<file path="config.mk">
export PLATFORM = sky130hd
export DESIGN_NAME = uart_rx_n
export DESIGN_NICKNAME = d
export VERILOG_FILES = /design/src/rtl/uart_rx_n.sv
export SDC_FILE = /design/constraint.sdc
export NUM_CORES = 1
export LEC_CHECK = 0
export ABC_AREA = 1
export CORE_MARGIN = 8
export CORE_UTILIZATION = 55
export CTS_CLUSTER_SIZE = 8
export DETAILED_ROUTE_END_ITERATION = 8
export PLACE_DENSITY_LB_ADDON = 0.25
export SLEW_MARGIN = 20
export SYNTH_ARGS = -nofsm -noshare
export SYNTH_HDL_FRONTEND = slang
export SYNTH_SLANG_ARGS = --single-unit
export TNS_END_PERCENT = 100
</file>
<file path="constraint.sdc">
create_clock -name Clock -period 3.5 [get_ports Clock]
set_input_delay 0.525 -clock Clock [delete_from_list [all_inputs] [get_ports Clock]]
set_output_delay 0.525 -clock Clock [all_outputs]
set_load 0.01 [all_outputs]
</file>
<file path="src/rtl/uart_rx_n.sv">
// uart_rx_n: multi-byte 8N1 UART receiver.
//   Armed by a rising edge on Trig_in while idle. It then collects
//   min(Num, 8) bytes into Buffer, with the first byte received in the most
//   significant occupied byte and the last byte received in Buffer[7:0].
//   A bad stop bit or an inter-byte timeout aborts the message and leaves a
//   sticky flag set.
// Ports:
//   Clock      in   rising-edge clock
//   Reset      in   asynchronous, active-low reset
//   RX         in   serial line (asynchronous, idle high, LSB first)
//   Num[3:0]   in   number of bytes to receive, sampled at arm
//   Trig_in    in   arm request (rising-edge sensitive)
//   Buffer[63:0] out assembled message
//   Count[3:0] out  bytes committed in the current message
//   done       out  one-cycle pulse on successful completion
//   idle       out  high when out of reset and in S_IDLE
//   frame_err  out  sticky, set on a bad stop bit
//   timeout    out  sticky, set when no start bit arrives in time
module uart_rx_n #(
  parameter int unsigned CLKS_PER_BIT = 16,
  parameter int unsigned TIMEOUT_CLKS = 4096
) (
  input  logic        Clock,
  input  logic        Reset,
  input  logic        RX,
  input  logic [3:0]  Num,
  input  logic        Trig_in,
  output logic [63:0] Buffer,
  output logic [3:0]  Count,
  output logic        done,
  output logic        idle,
  output logic        frame_err,
  output logic        timeout
);

  localparam int unsigned CW_T = $clog2(TIMEOUT_CLKS + 1);
  localparam int unsigned CW_B = $clog2(CLKS_PER_BIT + 1);
  localparam int unsigned CW   = (CW_T > CW_B) ? CW_T : CW_B;

  localparam logic [CW-1:0] BIT_LAST  = CW'(CLKS_PER_BIT - 1);
  localparam logic [CW-1:0] HALF_LAST = CW'(CLKS_PER_BIT / 2 - 1);
  localparam logic [CW-1:0] TMO_LOAD  = CW'(TIMEOUT_CLKS);
  localparam logic [CW-1:0] ONE       = CW'(1);

  typedef enum logic [2:0] {
    S_IDLE,
    S_WAIT_START,
    S_START,
    S_DATA,
    S_STOP,
    S_DONE
  } state_t;

  state_t        state_q, state_d;
  logic          rx_s1_q, rx_s2_q;
  logic          trig_prev_q;
  logic          trig_ok_q;
  logic [CW-1:0] tmo_q, tmo_d;
  logic [CW-1:0] bit_cnt_q, bit_cnt_d;
  logic [2:0]    bit_idx_q, bit_idx_d;
  logic [7:0]    shreg_q, shreg_d;
  logic [63:0]   buf_q, buf_d;
  logic [3:0]    cnt_q, cnt_d;
  logic [3:0]    target_q, target_d;
  logic          ferr_q, ferr_d;
  logic          tflag_q, tflag_d;
  logic          arm;

  // trig_ok_q stays low for the first cycle after reset release so that a
  // Trig_in already high at release is absorbed into trig_prev_q, not armed.
  assign arm = Trig_in & ~trig_prev_q & trig_ok_q;

  always_ff @(posedge Clock or negedge Reset) begin
    if (!Reset) begin
      state_q     <= S_IDLE;
      rx_s1_q     <= 1'b1;
      rx_s2_q     <= 1'b1;
      trig_prev_q <= 1'b0;
      trig_ok_q   <= 1'b0;
      tmo_q       <= '0;
      bit_cnt_q   <= '0;
      bit_idx_q   <= '0;
      shreg_q     <= '0;
      buf_q       <= '0;
      cnt_q       <= '0;
      target_q    <= '0;
      ferr_q      <= 1'b0;
      tflag_q     <= 1'b0;
    end else begin
      state_q     <= state_d;
      rx_s1_q     <= RX;
      rx_s2_q     <= rx_s1_q;
      trig_prev_q <= Trig_in;
      trig_ok_q   <= 1'b1;
      tmo_q       <= tmo_d;
      bit_cnt_q   <= bit_cnt_d;
      bit_idx_q   <= bit_idx_d;
      shreg_q     <= shreg_d;
      buf_q       <= buf_d;
      cnt_q       <= cnt_d;
      target_q    <= target_d;
      ferr_q      <= ferr_d;
      tflag_q     <= tflag_d;
    end
  end

  always_comb begin
    state_d   = state_q;
    tmo_d     = tmo_q;
    bit_cnt_d = bit_cnt_q;
    bit_idx_d = bit_idx_q;
    shreg_d   = shreg_q;
    buf_d     = buf_q;
    cnt_d     = cnt_q;
    target_d  = target_q;
    ferr_d    = ferr_q;
    tflag_d   = tflag_q;

    unique case (state_q)
      S_IDLE: begin
        if (arm) begin
          buf_d    = '0;
          cnt_d    = '0;
          ferr_d   = 1'b0;
          tflag_d  = 1'b0;
          target_d = (Num > 4'd8) ? 4'd8 : Num;
          tmo_d    = TMO_LOAD;
          state_d  = (Num == 4'd0) ? S_DONE : S_WAIT_START;
        end
      end

      S_WAIT_START: begin
        if (!rx_s2_q) begin
          bit_cnt_d = '0;
          state_d   = S_START;
        end else if (tmo_q <= ONE) begin
          tmo_d   = '0;
          tflag_d = 1'b1;
          state_d = S_IDLE;
        end else begin
          tmo_d = tmo_q - ONE;
        end
      end

      // Timeout counter is frozen here, so a rejected glitch resumes the
      // remaining wait rather than restarting it.
      S_START: begin
        if (bit_cnt_q == HALF_LAST) begin
          bit_cnt_d = '0;
          if (!rx_s2_q) begin
            bit_idx_d = '0;
            state_d   = S_DATA;
          end else begin
            state_d = S_WAIT_START;
          end
        end else begin
          bit_cnt_d = bit_cnt_q + ONE;
        end
      end

      S_DATA: begin
        if (bit_cnt_q == BIT_LAST) begin
          bit_cnt_d = '0;
          shreg_d   = {rx_s2_q, shreg_q[7:1]};
          bit_idx_d = bit_idx_q + 3'd1;
          if (bit_idx_q == 3'd7) begin
            state_d = S_STOP;
          end
        end else begin
          bit_cnt_d = bit_cnt_q + ONE;
        end
      end

      S_STOP: begin
        if (bit_cnt_q == BIT_LAST) begin
          bit_cnt_d = '0;
          if (rx_s2_q) begin
            buf_d = {buf_q[55:0], shreg_q};
            cnt_d = cnt_q + 4'd1;
            if ((cnt_q + 4'd1) == target_q) begin
              state_d = S_DONE;
            end else begin
              tmo_d   = TMO_LOAD;
              state_d = S_WAIT_START;
            end
          end else begin
            ferr_d  = 1'b1;
            state_d = S_IDLE;
          end
        end else begin
          bit_cnt_d = bit_cnt_q + ONE;
        end
      end

      S_DONE: begin
        state_d = S_IDLE;
      end

      default: begin
        state_d = S_IDLE;
      end
    endcase
  end

  assign Buffer    = buf_q;
  assign Count     = cnt_q;
  assign frame_err = ferr_q;
  assign timeout   = tflag_q;
  assign done      = (state_q == S_DONE);
  // Gated with Reset so idle reads 0 while reset is held.
  assign idle      = Reset & (state_q == S_IDLE);

endmodule

</file>
==> results.toml <==
[outcome]
status = "completed"

[route]
drtIter0Drc = 451
drc_errors = 0
post_drt_wl_per_cell_um = 14.65
vias_per_cell = 5.270
vias = 4875
dr.pass1.iters = 5
final_antenna_net_count = 0
routed_wl_um = 13550

[timing]
grt_setup_unrepaired = "no"
setup_viol = 0
tightest_slew_ns = 0.7511
maxSlewHeadroom_pct = 49.92
timing.setup.tns_ns = 0
skew_ns = 0.008138
finalHoldViolCount = 0
min_period_ns = 2.825
slew_viol_final = 0
fmax_mhz = 354.0
post-route-period-util_pct = 80.70

[die]
die_h_um = 116.1
die_w_um = 116.1
core-area_sq_um = 9729
dieArea_sq_um = 13470
initial_utilization_pct = 56.60
ioPinCount = 80
rows = 36

[synthesis]
synth-seq-area-share_pct = 53.67
syn_area_per_cell_sq_um = 7.923
syn_inst = 695
ys_top_cells_by_area = "dfrtp_1 (53%), nand2_1 (23%), nor2_1 (4.1%)"
syn-num-nets = 709
synth_top_area_cell = "dfrtp_1"
synth-main-ff-cell = "dfrtp_1"
synth_edf_count = 0
synth_warnings = 0
synth.top_cell.area_share_pct = 52.72
ys_ff_latch = 118
syn-cell-area_sq_um = 5507
async_flop_share_pct = 100.0
yosys.cell_types.count = 32

[hold_path]
holdCritStartpoint = "rx_s1_q"
hold_class = "flop to flop"

[place]
numPortBuffers = 79
hpwlAfterDp_um = 8912
place_congestion = 0.8968
dpl-instance-area_sq_um = 6364

[power]
ir_drop_mv = 0.5181
power_density_nw_per_um2 = 686.2
p_leak_nw = 3.652

[setup_path]
cp_max_fo = 35
cp-endpoint = "idle"
crit_path_start_kind = "input pin"
crit_start = "Reset"
critPathArrivalTime_ns = 2.30
slowest_stage = "clkdlybuf4s50_1"
r2r_cells = 9
cp_top_family = "buffers and inverters"
cp.depth = 5
crit_chain = "dlygate4sd3_1 > buf_4 > inv_1 > nor2_1 > clkdlybuf4s50_1"
reg2reg_slack_ns = 1.30
end_kind = "primary output"
worstPathRequired_ns = 2.97
rr_startpoint = "Count[0]"
crit_buf_inv = 4
critPathKind = "input pin to primary output"
max_stage_delay_ns = 0.56
r2r_end = "tmo_q[10]"

[clock_tree]
numCtsBuffers = 17
cts_tree = "yes"
cts_root_buf = "clkbuf_8"
cts.clk_slew.worst_paths_ns = 0.06
clkLatencyLatePin_ns = 0.52
cts_post_setup_buffers_inserted = 0
cts_hold_buf = 1
clockBufferDepth = 2
cts_max_level = 4
clock-sinks = 118
cts_resized = 0

[cells_and_area]
drive_gt1_share_pct = 6.944
final_area_sq_um = 6990
area_growth_pct = 26.95
nNetsFinal = 794
antenna_cells = 0

[grt]
grt_pass1_wl_um = 22780
grt_pass1_vias = 4840
antenna_found_initial = 0
grt_overflow = 0
grt_max_degree = 86
grt_use_total_pct = 21.14

[flow_run]
drv_cap = 0
cells in the final DEF (no fill, tap or decap), drive strengths merged:
cell and n:
nand2 342, dfrtp 116, clkdlybuf4s50 78, nor2 66, inv 44, nand3 42, o21ai 18, clkbuf 17
xor2 11, nor3 9, nand4 7, ha 6, buf 5, nand3b 4, bufinv 4, clkinvlp 4
a21oi 4, clkinv 3, xnor2 2, o21a 2, dfstp 2, o21bai 1, o31ai 1, o211ai 1
nor4 1, dlygate4sd3 1, conb 1
through the flow:
step	hold slack, ns	utilization [%]	std cells	power, mW	setup WS (ns)
final	0.3618	71.85	925	4.797	0.6755
after global routing	0.3634	71.85	925	5.070	0.5875
after CTS	0.3604	71.81	925	4.811	0.6690
after detailed placement	0.3519	65.41	893	2.982	1.069
after global placement	0.3456	65.41	893	2.939	1.120
after floorplan	0.2294	-	695	2.695	1.729
worst min path at each step:
stage / depth (start not counted) / slack [ns] / end
final: 0 / 0.36 / rx_s2_q
after global routing: 0 / 0.36 / rx_s2_q
after CTS: 0 / 0.36 / rx_s2_q
after detailed placement: 0 / 0.35 / rx_s2_q
after global placement: 0 / 0.35 / rx_s2_q
after floorplan: 0 / 0.23 / Buffer[0]
flip-flops by register name, summed over array words and instances, names as in the netlist, 3 cells and up:
signal / flops
Buffer: 64
state_q: 3
shreg_q: 8
tmo_q: 13
Count: 4
bit_cnt_q: 13
bit_idx_q: 3
target_q: 4
report_power, final:
part	switching, mW	internal [mW]	leakage [nW]	total (mW)
clock network	0.648	1.16	0.287	1.81
logic	0.979	0.412	1.75	1.39
registers	0.122	1.48	1.61	1.60
logic make-up (layout without fill, tap and decap cells):
logic type | Yosys count | in the layout | share of synthesized area [%]
AND/OR/NAND/NOR | 471 | 471 | 34.97
flip-flops | 118 | 118 | 53.67
buffers and inverters | 59 | 156 | 5.112
AO/OA/AOI/OAI | 27 | 27 | 2.749
XOR/XNOR | 13 | 13 | 2.068
adder cells (fa/ha/maj) | 6 | 6 | 1.363
other | 1 | 1 | 0.06810
cell type report:
cell class / count / area (sq um)
Multi-Input combinational cell: 518 / 2270
Clock inverter: 14 / 198.9
Clock buffer: 17 / 414.1
Fill cell: 740 / 2739
Tap cell: 133 / 166.4
Inverter: 41 / 153.9
Sequential cell: 118 / 2955
Timing Repair Buffer: 84 / 832.0
synth_stat cells, types with 4 or more instances:
master / number
buf_2: 6
buf_6: 6
dfrtp_1: 116
ha_1: 6
inv_1: 37
inv_2: 4
nand2_1: 337
nand3_1: 42
nand3b_1: 4
nand4_1: 6
nor2_1: 60
nor3_1: 9
o21ai_0: 18
xor2_1: 11
metal layers:
layer / track usage, % / part of all wire, %
met5: 0 / 0
met4: 8.816 / 2.0
met3: 4.377 / 5.5
met2: 36.22 / 52
met1: 25.32 / 41
worst register-to-register path: cells and delay by family, from the launching register on:
family,cells,cell delay (ns)
xor+xnor,1,0.16
simple gates,6,0.89
fa+ha+maj,1,0.36
buf+inv,1,0.27
flops,1,0.47
Power figures use the tool's default switching activity.
